--- src/rtl/bitty_pkg.sv ---
// Purpose: shared types and constants for the Bitty execution core.
// Contents: FSM state enum, instruction format codes, ALU op codes.
package bitty_pkg;

  typedef enum logic [1:0] {
    IDLE = 2'd0,
    LOAD = 2'd1,
    EXEC = 2'd2,
    WB   = 2'd3
  } state_t;

  localparam logic [1:0] FMT_RR = 2'b00;
  localparam logic [1:0] FMT_RI = 2'b01;

  localparam logic [3:0] OP_ADD     = 4'd0;
  localparam logic [3:0] OP_SUB     = 4'd1;
  localparam logic [3:0] OP_AND     = 4'd2;
  localparam logic [3:0] OP_OR      = 4'd3;
  localparam logic [3:0] OP_XOR     = 4'd4;
  localparam logic [3:0] OP_SHL     = 4'd5;
  localparam logic [3:0] OP_SHR     = 4'd6;
  localparam logic [3:0] OP_CMP     = 4'd7;
  localparam logic [3:0] OP_MOV_MIN = 4'd8;

endpackage

--- src/rtl/bitty_alu_p.sv ---
// Purpose: combinational Bitty ALU.
// Ports:
//   a    in  WIDTH  first operand (S latch)
//   b    in  WIDTH  second operand (register or immediate)
//   sel  in  4      operation select; 8..15 all decode as MOV
//   y    out WIDTH  result
//   cout out 1      carry (ADD) or borrow (SUB); 0 for other ops
module bitty_alu_p
  import bitty_pkg::*;
#(
  parameter int unsigned WIDTH = 16
) (
  input  logic [WIDTH-1:0] a,
  input  logic [WIDTH-1:0] b,
  input  logic [3:0]       sel,
  output logic [WIDTH-1:0] y,
  output logic             cout
);

  localparam int unsigned SH_W = $clog2(WIDTH);

  logic [WIDTH:0]  sum;
  logic [WIDTH:0]  diff;
  logic [SH_W-1:0] shamt;

  always_comb begin
    sum   = {1'b0, a} + {1'b0, b};
    // Top bit of the widened difference is set exactly when a < b.
    diff  = {1'b0, a} - {1'b0, b};
    shamt = b[SH_W-1:0];
    y     = '0;
    cout  = 1'b0;
    case (sel)
      OP_ADD: begin
        y    = sum[WIDTH-1:0];
        cout = sum[WIDTH];
      end
      OP_SUB: begin
        y    = diff[WIDTH-1:0];
        cout = diff[WIDTH];
      end
      OP_AND: y = a & b;
      OP_OR:  y = a | b;
      OP_XOR: y = a ^ b;
      OP_SHL: y = a << shamt;
      OP_SHR: y = a >> shamt;
      OP_CMP: begin
        if (a == b)     y = '0;
        else if (a > b) y = WIDTH'(1);
        else            y = WIDTH'(2);
      end
      default: y = b;
    endcase
  end

endmodule

--- src/rtl/bitty_core_p.sv ---
// Purpose: multi-cycle Bitty execution core (IDLE -> LOAD -> EXEC -> WB).
// Ports:
//   clk          in  1            clock, rising edge
//   reset        in  1            asynchronous active-high reset
//   instr        in  INSTR_W      instruction word, latched on accept
//   instr_valid  in  1            instr is valid
//   instr_ready  out 1            core idle and able to accept
//   done         out 1            one-cycle retire pulse (WB state)
//   carry        out 1            carry/borrow of last retired ADD/SUB
//   reg_c        out WIDTH        C result register
//   reg_flat     out NREGS*WIDTH  register file, R[i] at [i*WIDTH +: WIDTH]
module bitty_core_p
  import bitty_pkg::*;
#(
  parameter  int unsigned WIDTH   = 16,
  parameter  int unsigned NREGS   = 8,
  localparam int unsigned RIDX_W  = $clog2(NREGS),
  localparam int unsigned INSTR_W = 2*RIDX_W + 10
) (
  input  logic                   clk,
  input  logic                   reset,
  input  logic [INSTR_W-1:0]     instr,
  input  logic                   instr_valid,
  output logic                   instr_ready,
  output logic                   done,
  output logic                   carry,
  output logic [WIDTH-1:0]       reg_c,
  output logic [NREGS*WIDTH-1:0] reg_flat
);

  localparam int unsigned IMM_W = INSTR_W - RIDX_W - 6;

  state_t             state_q;
  logic [INSTR_W-1:0] ir_q;
  logic [WIDTH-1:0]   regs_q [NREGS];
  logic [WIDTH-1:0]   s_q;
  logic [WIDTH-1:0]   c_q;
  logic               carry_q;

  logic [RIDX_W-1:0]  rx;
  logic [RIDX_W-1:0]  ry;
  logic [1:0]         fmt;
  logic [3:0]         alu_sel;
  logic [IMM_W-1:0]   imm;
  logic               is_op;
  logic [WIDTH-1:0]   op_b;
  logic [WIDTH-1:0]   alu_y;
  logic               alu_cout;

  // Field decode from the latched instruction; imm overlaps ry.
  assign rx      = ir_q[INSTR_W-1 -: RIDX_W];
  assign ry      = ir_q[INSTR_W-RIDX_W-1 -: RIDX_W];
  assign imm     = ir_q[INSTR_W-RIDX_W-1:6];
  assign fmt     = ir_q[1:0];
  assign alu_sel = ir_q[5:2];
  assign is_op   = (fmt == FMT_RR) || (fmt == FMT_RI);
  assign op_b    = (fmt == FMT_RI) ? WIDTH'(imm) : regs_q[ry];

  bitty_alu_p #(.WIDTH(WIDTH)) u_alu (
    .a    (s_q),
    .b    (op_b),
    .sel  (alu_sel),
    .y    (alu_y),
    .cout (alu_cout)
  );

  // Sequencer and datapath state.
  always_ff @(posedge clk or posedge reset) begin
    if (reset) begin
      state_q <= IDLE;
      ir_q    <= '0;
      s_q     <= '0;
      c_q     <= '0;
      carry_q <= 1'b0;
      for (int unsigned i = 0; i < NREGS; i++) regs_q[i] <= '0;
    end else begin
      case (state_q)
        IDLE: begin
          if (instr_valid) begin
            ir_q    <= instr;
            state_q <= LOAD;
          end
        end
        LOAD: begin
          s_q     <= regs_q[rx];
          state_q <= EXEC;
        end
        EXEC: begin
          if (is_op) begin
            c_q <= alu_y;
            if (alu_sel == OP_ADD || alu_sel == OP_SUB) carry_q <= alu_cout;
          end
          state_q <= WB;
        end
        default: begin
          if (is_op) regs_q[rx] <= c_q;
          state_q <= IDLE;
        end
      endcase
    end
  end

  // Handshake and retire flags are pure state decodes.
  assign instr_ready = (state_q == IDLE);
  assign done        = (state_q == WB);
  assign carry       = carry_q;
  assign reg_c       = c_q;

  for (genvar g = 0; g < NREGS; g++) begin : g_flat
    assign reg_flat[g*WIDTH +: WIDTH] = regs_q[g];
  end

endmodule
--- config.mk ---
export PLATFORM = sky130hd
export DESIGN_NAME = bitty_core_p
export DESIGN_NICKNAME = d
export VERILOG_FILES = /design/src/rtl/bitty_pkg.sv /design/src/rtl/bitty_alu_p.sv /design/src/rtl/bitty_core_p.sv
export SDC_FILE = /design/constraint.sdc
export NUM_CORES = 1
export LEC_CHECK = 0
export CAP_MARGIN = 25
export CORE_ASPECT_RATIO = 1.1
export CORE_MARGIN = 2
export CORE_UTILIZATION = 40
export DETAILED_ROUTE_END_ITERATION = 6
export DONT_BUFFER_PORTS = 1
export SKIP_CTS_REPAIR_TIMING = 1
export SLEW_MARGIN = 15
export SYNTH_ARGS = -nofsm -noshare
export SYNTH_HDL_FRONTEND = slang
export SYNTH_SLANG_ARGS = --single-unit
--- constraint.sdc ---
create_clock -name clk -period 13.8 [get_ports clk]
set_clock_uncertainty 0.1 [all_clocks]
set_input_delay 2.07 -clock clk [delete_from_list [all_inputs] [get_ports clk]]
set_output_delay 2.07 -clock clk [all_outputs]
set_load 0.05 [all_outputs]
==> results.yml, run 1 <==
clock_network:
  cts_buffer_depth: 2
  numCtsBuffers: 17
  clk_pin_slew_ns: 0.07
  clockRootBuffer: "clkbuf_16"
  htree_num_levels: 4
  clk-insertion-delay-late_ns: 0.44
  cts_tree: "done"
  cts.sinks: 179
routing:
  final_antenna_net_count: 0
  top_layer_used: "met5"
  drt_iter0_markers: 875
  dr.pass1.iters: 5
  routed_via_density: 6.47
  wl_met3_um: 3810
  drc: 0
  vias: 10400
  routedWlPerCell_um: 27.6
  finalWirelength_um: 44300
  drt-met1-wl_um: 17900
  wl_met2_um: 20800
setup_path:
  critPathRequiredTime_ns: 14.06
  crit_path_end: "reg_c[12]"
  start_kind: "flip-flop"
  arrival_ns: 6.08
  critPathMaxFanout: 35
  reg2reg_slack_ns: 7.98
  worstSetupEndpointType: "flip-flop"
  r2r_start: "ir_q[11]"
  path_class: "reg2reg"
  cp-startpoint: "ir_q[11]"
  reg2reg_to: "reg_c[12]"
  r2r_cells: 15
synth:
  synth-seq-area-share: 0.353
  synthArstFlopShare: 1.00
  synth_area_leaders: "dfrtp_1 35%, mux2_2 14%, mux4_2 8.7%"
  synth.top_cell.area_share: 0.353
  synth_cells: 1214
  ys_types: 71
  yosys_warnings: 0
  yosysTopAreaCell: "dfrtp_1"
  syn_area_per_cell_um2: 10.5
  synthFlopType: "dfrtp_1"
  ys_ff_latch: 179
  syn_nets: 1292
  syn-cell-area_um2: 12700
  synth_edf_count: 0
sta:
  tightest_slew_ns: 1.13
  hold_viol: 0
  fin_tns_setup_ns: 0
  fin_crit_ns: 5.82
  finalCritPeriodShare: 0.421
  slew_violations: 0
  fmax_mhz: 172
  maxSlewHeadroom: 0.244
  setup_viol: 0
  hold_ws_ns: 0.417
  rsz0062_at_grt: "false"
die:
  die_width_um: 174
  start_util: 0.406
  rows: 68
  die_y_um: 191
  die_area_um2: 33200
  core_um2: 31300
  ios: 166
final_layout:
  fin_area_um2: 13700
  areaGrowthSynthToFinish_pct: 7.53
  final_util: 0.436
  final_cell_mix: "174 x dfrtp_1, 157 x mux2_2, 81 x mux2i_1, 72 x a21oi_1, 70 x nand2_1"
  drive_gt1_frac: 0.242
  final_common_cell: "dfrtp_1"
  diodes: 0
  nets: 1249
global_routing:
  grt_pass1_vias: 10300
  grt-ovfl-total: 0
  grt_max_degree: 71
  grtUsageTotal: 0.266
  antenna_found_initial: 1
  grt_pass1_wl_um: 66800
placement:
  hpwl_um: 31900
  placedInstanceArea_um2: 13100
  gp_congestion: 0.964
  port_buffers: 0
outcome:
  outcome: "finished clean"
min_path:
  hold_depth: 1
  worstHoldStart: "ir_q[9]"
  hold_class: "reg2reg"
flow_run:
  max_cap_viol_count: 0
[critical path, stage by stage (launching register included)]
cell and delay, ns:
dfrtp_2 0.98, mux4_2 0.60, mux2i_1 0.22, o21a_1 0.14, buf_4 0.34, inv_4 0.25, ha_1 0.31, fa_1 0.46
a211o_1 0.35, a2111oi_0 0.80, o31ai_1 0.22, a221o_1 0.40, a22oi_1 0.19, xnor2_1 0.14, nand2_1 0.08, a21oi_1 0.15
[flip-flops by register name, indices dropped and copies added, names as in the netlist]
name and flops:
reg_flat 128, ir_q 16, reg_c 16, s_q 16, state_q 2, carry 1
[Yosys cell counts (3+ instances only)]
library cell    n
mux4_2         49
o32ai_1         3
clkbuf_1       57
xnor2_1         6
o21a_1         12
dfrtp_1       179
a21o_1         10
nand2b_1        6
and2_1          3
nand3_1        20
a21oi_1        72
o21bai_1        4
o2111ai_1       9
a22oi_1        10
o211ai_1       18
o21ai_0        54
nor2_1         63
nor4_1         10
o311ai_0        3
nor3b_1         8
o221ai_1        3
or3_1           3
nor4b_1         3
o31ai_1         8
nand2_1        70
inv_1          55
a22o_1          6
mux2i_1        81
o22ai_1        20
a221o_1         4
nand4_1         5
or2_2           4
ha_1           57
buf_1          10
buf_2          10
nor3_1         20
a221oi_1        9
and3_1          5
mux2_2        157
a31oi_1        13
nor2b_1        15
a211oi_1       13
a2111oi_0       3
buf_4           6
[metal layers]
layer  GRT usage  up-vias
met3      0.0710      100
li1            -     4484
met2       0.436      516
met5           0        -
met4       0.114        2
met1       0.332     5273
[stage by stage]
stage | std cells | setup slack, ns
detailed placement | 1572 | 8.09
finish | 1604 | 7.98
floorplan | 1214 | 6.77
global route | 1604 | 7.76
global placement | 1572 | 8.12
CTS | 1604 | 8.07
[worst min path at each step]
| stage | slack (ns) | end |
|---|---|---|
| 6_report | 0.42 | ir_q[9] |
| 5_1_grt | 0.43 | ir_q[9] |
| 4_1_cts | 0.42 | ir_q[8] |
| 3_5_place_dp | 0.40 | ir_q[9] |
| 3_3_place_gp | 0.40 | ir_q[8] |
| 2_1_floorplan | 0.37 | ir_q[7] |
[kinds of logic (layout without fill, tap and decap cells)]
kind of cell | count (synthesis) | in the layout | share of synthesized area
compound gates | 297 | 297 | 0.155
xor+xnor | 6 | 6 | 0.00414
fa+ha+maj | 59 | 59 | 0.0593
buf+inv | 143 | 113 | 0.0464
flops | 179 | 179 | 0.353
mux | 288 | 288 | 0.291
simple gates | 242 | 242 | 0.0914
[area by class of cell]
type | count | area (µm²)
Timing Repair Buffer | 23 | 173
Sequential cell | 179 | 4490
Multi-Input combinational cell | 892 | 7670
Fill cell | 3098 | 17600
Inverter | 58 | 225
Clock buffer | 22 | 464
Clock inverter | 10 | 123
Tap cell | 420 | 526
Power of run 1 is not shown: default switching activity piles up to over one toggle a cycle in this logic, so the estimate is an artifact.
==> run 2: changes to the inputs <==
Clock period 13.8 ns to 5.6 ns, I/O delays scaled along.
==> results.yml, run 2 (synthesized netlist as in run 1, its figures left out) <==
clock_network:
  cts_buffer_depth: 2
  cts_tree: "done"
  numCtsBuffers: 17
  clk-insertion-delay-late_ns: 0.45
  clk_pin_slew_ns: 0.07
  htree_num_levels: 4
  cts.sinks: 179
  clockRootBuffer: "clkbuf_16"
final_layout:
  drive_gt1_frac: 0.247
  fill_cells: 3077
  final_common_cell: "dfrtp_1"
  areaGrowthSynthToFinish_pct: 8.38
  final_cell_mix: "174 x dfrtp_1, 157 x mux2_2, 81 x mux2i_1, 72 x a21oi_1, 70 x nand2_1"
  regArea_um2: 4490
  nets: 1256
  diodes: 0
  largest_register_ffs: 128
  multi_input_area_um2: 7690
routing:
  vias: 10300
  routedWlPerCell_um: 27.8
  routed_via_density: 6.41
  dr.pass1.iters: 5
  drc: 0
  drt_iter0_markers: 1034
  final_antenna_net_count: 0
  finalWirelength_um: 44700
sta:
  tightest_slew_ns: 1.04
  fmax_mhz: 201
  rsz0062_at_grt: "false"
  slew_violations: 0
  fin_tns_setup_ns: 0
  finalCritPeriodShare: 0.889
  hold_viol: 0
  fin_crit_ns: 4.98
  setup_viol: 0
  maxSlewHeadroom: 0.306
placement:
  hpwl_um: 32300
  gp_congestion: 0.983
  port_buffers: 0
setup_path:
  cp_top_family: "compound AO/OA/AOI/OAI gates"
  path_class: "reg2reg"
  worstSetupEndpointType: "flip-flop"
  path_cells: "buf_4 -> mux4_2 -> mux2_4 -> o21ai_4 -> inv_2 -> fa_1 -> a211o_1 -> a2111oi_0 -> o31ai_1 -> a221o_1 -> a22oi_1 -> xnor2_1 -> nand2_1 -> a21oi_1"
  start_kind: "flip-flop"
  critPathRequiredTime_ns: 5.88
  cp_slowest_cell: "a2111oi_0"
  arrival_ns: 5.26
  slowest_delay_ns: 0.83
  critPathBufInv: 2
  critPathMaxFanout: 33
min_path:
  hold_class: "in2reg"
global_routing:
  grt_pass1_vias: 10400
  grt-ovfl-total: 0
  grt_max_degree: 180
  grt_pass1_wl_um: 67500
  antenna_found_initial: 0
  grtUsageTotal: 0.270
die:
  ios: 166
  die_area_um2: 33200
  die_width_um: 174
  core_um2: 31300
  rows: 68
  start_util: 0.406
  die_y_um: 191
outcome:
  outcome: "finished clean"
flow_run:
  max_cap_viol_count: 0
## run 2: cell count changes in the layout (fill, tap and decap cells not counted), sizes merged
cell / change
inv: -3
buf: +7
clkinvlp: +2
clkbuf: -1
clkinv: +2
## run 2: stage by stage
step / worst slack, ns / utilization / hold slack, ns / std cells / area (µm²)
floorplan: 1.15 / - / 0.370 / 1214 / 12700
global placement: 0.742 / 0.420 / 0.383 / 1576 / 13100
detailed placement: 0.711 / 0.421 / 0.405 / 1579 / 13200
CTS: 0.699 / 0.440 / 0.351 / 1611 / 13800
global route: 0.324 / 0.440 / 0.355 / 1611 / 13800
finish: 0.621 / 0.440 / 0.368 / 1611 / 13800
## run 2: worst paths after layout
check                            start            to  slack (ns)  cells after the start
max in group asynchronous        reset      ir_q[11]        4.18                      2
min                        instr_valid    state_q[1]        0.37                      1
min in group asynchronous        reset  reg_flat[44]        0.46                      2
max reg2reg                   ir_q[11]     reg_c[12]        0.62                     14
min reg2reg                    ir_q[9]       ir_q[9]        0.42                      1
max                           ir_q[11]     reg_c[12]        0.62                     14
## run 2: area by class of cell
cell class / count / share of cell area
Clock buffer: 21 / 0.0334
Clock inverter: 11 / 0.00909
Inverter: 58 / 0.0163
Multi-Input combinational cell: 892 / 0.558
Sequential cell: 179 / 0.326
Tap cell: 420 / 0.0382
Timing Repair Buffer: 30 / 0.0193
## run 2: routing by layer
metal,GRT usage,routed length (µm),vias up,share of wire
met5,0,0,-,0
met4,0.116,1630,0,0.036
met3,0.0694,3860,96,0.086
met2,0.440,21300,485,0.48
met1,0.341,17900,5243,0.40
li1,-,-,4497,-
Power of run 2 is left out for the same reason.
